**src/rtl/mdu_ctrl.sv**
```systemverilog
// mdu_ctrl: MIPS-style HI/LO multiply/divide unit with multi-cycle MUL and restoring DIV.
// Define MDU_DIV0_TRAP_EN to short-circuit divide-by-zero with a div0 pulse instead of iterating.
module mdu_ctrl #(
    parameter int MUL_LAT = 4
) (
    input  logic        clk,
    input  logic        rst,
    input  logic        start,
    input  logic [2:0]  op,
    input  logic [31:0] a,
    input  logic [31:0] b,
    output logic        busy,
    output logic        done,
    output logic [31:0] hi,
    output logic [31:0] lo,
    output logic        div0
);
    typedef enum logic [1:0] {IDLE, MUL, DIV, SIGN} state_t;
    state_t      r_state, w_next;
    logic [4:0]  r_cnt;
    logic [31:0] r_a, r_b, r_rem, r_quo, r_hi, r_lo;
    logic        r_sgn, r_neg_q, r_neg_r, r_done;
    logic        w_acc, w_is_mul, w_is_div, w_sgn, w_bz, w_trap;
    logic [63:0] w_prod;
    logic [33:0] w_trial;

    assign w_acc    = start && (r_state == IDLE);
    assign w_is_mul = (op[2:1] == 2'b00);
    assign w_is_div = (op[2:1] == 2'b01);
    assign w_sgn    = !op[0];
    assign w_bz     = (b == 32'd0);
    // Sign-extend to 64 bits so a plain multiply yields the correct signed or unsigned product.
    assign w_prod   = {{32{r_sgn & r_a[31]}}, r_a} * {{32{r_sgn & r_b[31]}}, r_b};
    assign w_trial  = {1'b0, r_rem, r_quo[31]} - {2'b00, r_b};

`ifdef MDU_DIV0_TRAP_EN
    logic r_div0;
    assign w_trap = w_acc && w_is_div && w_bz;
    assign div0   = r_div0;
    always_ff @(posedge clk)
        r_div0 <= rst ? 1'b0 : w_trap;
`else
    assign w_trap = 1'b0;
    assign div0   = 1'b0;
`endif

    assign busy = (r_state != IDLE);
    assign done = r_done;
    assign hi   = r_hi;
    assign lo   = r_lo;

    always_ff @(posedge clk)
        r_state <= rst ? IDLE : w_next;

    always_comb begin
        w_next = r_state;
        case (r_state)
            IDLE:    w_next = !w_acc ? IDLE : w_is_mul ? MUL : (w_is_div && !w_trap) ? DIV : IDLE;
            MUL:     w_next = (r_cnt == 5'd0) ? IDLE : MUL;
            DIV:     w_next = (r_cnt == 5'd0) ? SIGN : DIV;
            default: w_next = IDLE;
        endcase
    end

    always_ff @(posedge clk) begin
        if (rst) begin
            r_cnt   <= 5'd0;
            r_a     <= 32'd0;
            r_b     <= 32'd0;
            r_rem   <= 32'd0;
            r_quo   <= 32'd0;
            r_hi    <= 32'd0;
            r_lo    <= 32'd0;
            r_sgn   <= 1'b0;
            r_neg_q <= 1'b0;
            r_neg_r <= 1'b0;
            r_done  <= 1'b0;
        end else begin
            r_done <= 1'b0;
            case (r_state)
                IDLE: begin
                    if (w_acc && (w_is_mul || w_is_div)) begin
                        r_cnt   <= w_is_mul ? 5'(MUL_LAT - 1) : 5'd31;
                        r_a     <= a;
                        r_b     <= (w_is_div && w_sgn && b[31]) ? -b : b;
                        r_quo   <= (w_sgn && a[31]) ? -a : a;
                        r_rem   <= 32'd0;
                        r_sgn   <= w_sgn;
                        r_neg_q <= w_sgn && (a[31] ^ b[31]) && !w_bz;
                        r_neg_r <= w_sgn && a[31];
                        r_done  <= w_trap;
                    end
                    if (w_acc && op == 3'b100) r_hi <= a;
                    if (w_acc && op == 3'b101) r_lo <= a;
                end
                MUL: begin
                    if (r_cnt != 5'd0) r_cnt <= r_cnt - 5'd1;
                    if (r_cnt == 5'd0) begin
                        {r_hi, r_lo} <= w_prod;
                        r_done       <= 1'b1;
                    end
                end
                DIV: begin
                    if (r_cnt != 5'd0) r_cnt <= r_cnt - 5'd1;
                    r_rem <= w_trial[33] ? {r_rem[30:0], r_quo[31]} : w_trial[31:0];
                    r_quo <= {r_quo[30:0], !w_trial[33]};
                end
                default: begin
                    r_lo   <= r_neg_q ? -r_quo : r_quo;
                    r_hi   <= r_neg_r ? -r_rem : r_rem;
                    r_done <= 1'b1;
                end
            endcase
        end
    end
endmodule

```
**config.mk**
```make
export PLATFORM = sky130hd
export DESIGN_NAME = mdu_ctrl
export DESIGN_NICKNAME = d
export VERILOG_FILES = /design/src/rtl/mdu_ctrl.sv
export SDC_FILE = /design/constraint.sdc
export NUM_CORES = 2
export LEC_CHECK = 0
export CORE_MARGIN = 1.5
export CORE_UTILIZATION = 59
export CTS_CLUSTER_SIZE = 40
export DETAILED_ROUTE_END_ITERATION = 8
export PLACE_DENSITY_LB_ADDON = 0.08
export SKIP_CTS_REPAIR_TIMING = 1
export SLEW_MARGIN = 20
export SYNTH_ARGS = -nofsm -noshare
export SYNTH_HDL_FRONTEND = slang
export SYNTH_SLANG_ARGS = --single-unit
export TNS_END_PERCENT = 1
```
**constraint.sdc**
```tcl
create_clock -name clk -period 23.1 [get_ports clk]
set_input_delay 6.93 -clock clk [delete_from_list [all_inputs] [get_ports clk]]
set_output_delay 6.93 -clock clk [all_outputs]
set_load 0.1 [all_outputs]
```
==> summary.md <==
| Metric | Value |
|---|---|
| Status | complete, no violations |
| Crit path max fanout | 7 |
| I/O pin cnt | approximately 140 |
| Sequence of cells on the critical path | clkdlybuf4s50_1 -> or3_1 -> or3_1 -> or4_1 -> nor4_2 -> nand3b_1 -> or4_1 -> or2_1 -> o41ai_1 -> xor2_1 -> a211oi_1 |
| Final #Nets | between 7,000 and 8,000 |
| Max-Cap Viols | 0 |
| Lkg Pwr | about 25 nW |
| Synth Flop Type | dfxtp_1 |
| Die width | slightly below 300 um |
| Residual DRC count | 0 |
| Setup ws final | 12.95 ns |
| Routed WL | roughly 150,000 um |
| Fmax achieved | between 90 and 100 MHz |
| Hold Crit Class | register to register |
| IO buf count | 135 |
| Max Clock Skew | approximately 0.012 ns |
| Area after DPL | ~53,000 um^2 |
| Power density of the placed cells | between 30 and 40 nW/um^2 |
| Via count | just over 40,000 |
| Synthesized area per cell | between 8 and 9 um^2 |
| DR WL/cell | between 20 and 25 um |
| Crit path buf inv count | 1 |
| Cell Area, Synth | ~51,000 um^2 |
| Synth area leader | fa_1 |
| CP max stage delay | about 0.47 ns |
| WHS Path Cells | 2 |
| Period utilization | between 40% and 50% |
| Fin cells | between 6,000 and 7,000 |
| Clk_lat worst skew | about 0.54 ns |
| Detail Route Antenna Nets | 0 |
| Util after Layout | between 60% and 70% |
| Die Height | approximately 300 um |
| Setup CP Type | input port to register |
| CP top delay family | simple AND/OR/NAND/NOR gates |
| Worst setup SP type | input port |
| FF-to-FF End | hi[25]$_SDFFE_PP0P_ |
| Vias in the first global route | 41,285 |
| Slew Viols, Final | 0 |
| Instance count on the critical path | 11 |
| # setup viols final | 0 |
| Yosys warnings | 0 |
| Final Cell Area | 53,600 um^2 |
| FFs w/ async S/R, synth | 0% |
| 1st-iter DRT viols | between 3,000 and 4,000 |
| Core region area | roughly 85,000 um^2 |
| Post-place setup slack | ~12 ns |
| Layout cell share with drive strength beyond 1 | about 3.3% |
| Setup crit end kind | register |
| Synth area leaders | fa_1 (44%), inv_1 (8.8%), dfxtp_1 (8.0%) |
| CTS clk-pin slew, worst paths | around 0.060 ns |
| GPL Wtd Cong | around 0.94 |
| Post-synth EDFFs | 0 |
| Placement Rows | 107 |
| Synthesized Nets | about 7,400 |
| Post-layout minimum cycle time | 10.15 ns |
| Final Hold Viols | 0 |
| Relative slew slack | about a fifth |
| Die Area | 87,800 um^2 |
| Pin count of the biggest net entering global routing | about 100 |
| CTS tree | built |
| Initial Util | about three fifths |
| Synth-to-layout area growth | 5.71% |
| Post-synthesis cell count | approximately 5,900 |
| FF-to-FF Start | r_sgn$_SDFFE_PP0P_ |
| CTS Root Cell | clkbuf_16 |
| R2r worst-path depth | 28 |
| GRT Residual Overflow | 0 |
| Worst slew pin tran | roughly 1.2 ns |
| Netlist cell types | 76 |
| RSZ-0062 raised after global routing | false |
| 1st-pass router iterations | 6 |
| Synthesis-stage register bit count | approximately 200 |
| Initial antenna violation count | 4 |
| Dpl cells | 6,914 |
| Yosys top cell area share | 44.4% |
| Critical path required time | ~23 ns |
| Reg2reg setup slack | about 14 ns |
| Setup TNS | 0 ns |
| Longest Clk Path Bufs | 3 |
| Critical Path Start | b[0] |
| Gr usage total | a little over a third |
| Critical path capture point | r_b[27]$_SDFFE_PP0P_ |
| Maximum VDD drop | roughly 70 uV |
| Share of the yosys chip area belonging to registers | under 10% |
| Crit path arrival time | roughly 11 ns |
| First-pass GRT wire length | around 240,000 um |
| H-Tree Level Count | 1 |
| Total power | between 1.5 and 2 mW |
| Num CTS Buffers | 24 |
| Min Hold Slack | 0.455 ns |
| CTS Sinks | around 200 |
| Via/cell ratio | 5.80 |
| Worst-path cell with the longest stage delay | or4_1 |
| Post-detail-place hpwl | about 120,000 um |
==> cell type report <==
cell class	count	area [um^2]
well taps	1144	1430
clock inverters	7	121
flip-flops and latches	203	4080
multi-input cells	4163	40900
repair buffers	221	2000
diodes	2	5.00
clock buffers	36	686
inverters	1184	4440
fillers	7647	31500
==> placed cells by master (no fill, tap or decap), types with 15 or more instances in the layout <==
| cell | count |
|---|---|
| inv_1 | 1183 |
| fa_1 | 1126 |
| nand2_1 | 998 |
| and2_1 | 347 |
| ha_1 | 251 |
| a21oi_1 | 214 |
| nor2_1 | 206 |
| dfxtp_1 | 193 |
| o21ai_0 | 159 |
| clkdlybuf4s50_1 | 134 |
| xnor2_1 | 120 |
| xor2_1 | 91 |
| buf_4 | 86 |
| a211oi_1 | 63 |
| nor3_1 | 56 |
| a21o_1 | 44 |
| nand3_1 | 36 |
| o31ai_1 | 33 |
| or3_1 | 30 |
| and3_1 | 28 |
| o211ai_1 | 27 |
| mux2i_1 | 27 |
| clkbuf_16 | 24 |
| or2_2 | 23 |
| a221oi_1 | 22 |
| a31oi_1 | 21 |
| nand4_1 | 19 |
| o41ai_1 | 17 |
| o21a_1 | 16 |
| or4_1 | 16 |
| nand2b_1 | 15 |
==> registers in the layout (all words and copies together), names as in the netlist <==
signal and flops:
hi 32, lo 32, r_a 32, r_b 32
r_quo 32, r_rem 32, r_cnt 5, r_state 2
done 1, r_neg_q 1, r_neg_r 1, r_sgn 1
==> worst register-to-register path: cells and delay by family (launching register included) <==
family | cells | cell delay [ns]
buffers and inverters | 8 | 1.42
flip-flops | 1 | 0.30
adder cells (fa/ha/maj) | 9 | 4.78
AO/OA/AOI/OAI | 5 | 1.34
multiplexers | 1 | 0.38
AND/OR/NAND/NOR | 5 | 1.16
==> cells in the mapped netlist (all sizes together) (21+ instances only) <==
master,count
inv,1183
fa,1126
nand2,999
clkbuf,361
and2,348
ha,253
a21oi,215
nor2,209
dfxtp,203
o21ai,162
xnor2,120
xor2,91
a211oi,63
nor3,56
a21o,44
nand3,36
or3,36
o31ai,35
and3,28
mux2i,27
o211ai,27
a221oi,24
or2,24
a31oi,21
==> layer usage <==
| layer | vias to the layer above | track usage, % | routed length [um] |
|---|---|---|---|
| met2 | 1678 | 57.6 | 70100 |
| li1 | 17694 | - | - |
| met1 | 20683 | 49.6 | 60900 |
| met5 | - | 0 | 22 |
| met4 | 4 | 14.1 | 7130 |
| met3 | 341 | 5.24 | 12600 |
==> power by group <==
part | switching [mW] | internal (mW) | leakage, nW
clock network | 0.161 | 0.238 | 0.395
logic | 0.720 | 0.311 | 23.0
registers | 0.0325 | 0.382 | 1.66
==> kinds of logic (layout without fill, tap and decap cells) <==
family          count (synthesis)  in the layout  share of synthesized area, %
compound gates                705            705                          8.85
xor+xnor                      211            211                          3.64
fa+ha+maj                    1379           1379                          50.7
buf+inv                      1556           1448                          11.5
flops                         203            203                          8.01
mux                            31             31                         0.621
other cells                     1              3                       0.00739
simple gates                 1836           1836                          16.7
==> worst min-delay path by stage <==
stage | startpoint | slack, ns | to
CTS | r_a[12]$_SDFFE_PP0P_ | 0.46 | r_a[12]$_SDFFE_PP0P_
floorplan | r_cnt[4]$_SDFFE_PP0P_ | 0.44 | r_cnt[4]$_SDFFE_PP0P_
global placement | r_a[13]$_SDFFE_PP0P_ | 0.44 | r_a[13]$_SDFFE_PP0P_
finish | r_a[12]$_SDFFE_PP0P_ | 0.46 | r_a[12]$_SDFFE_PP0P_
detailed placement | r_a[25]$_SDFFE_PP0P_ | 0.44 | r_a[25]$_SDFFE_PP0P_
global route | r_a[21]$_SDFFE_PP0P_ | 0.48 | r_a[21]$_SDFFE_PP0P_
(Power assumes the default switching activity.)
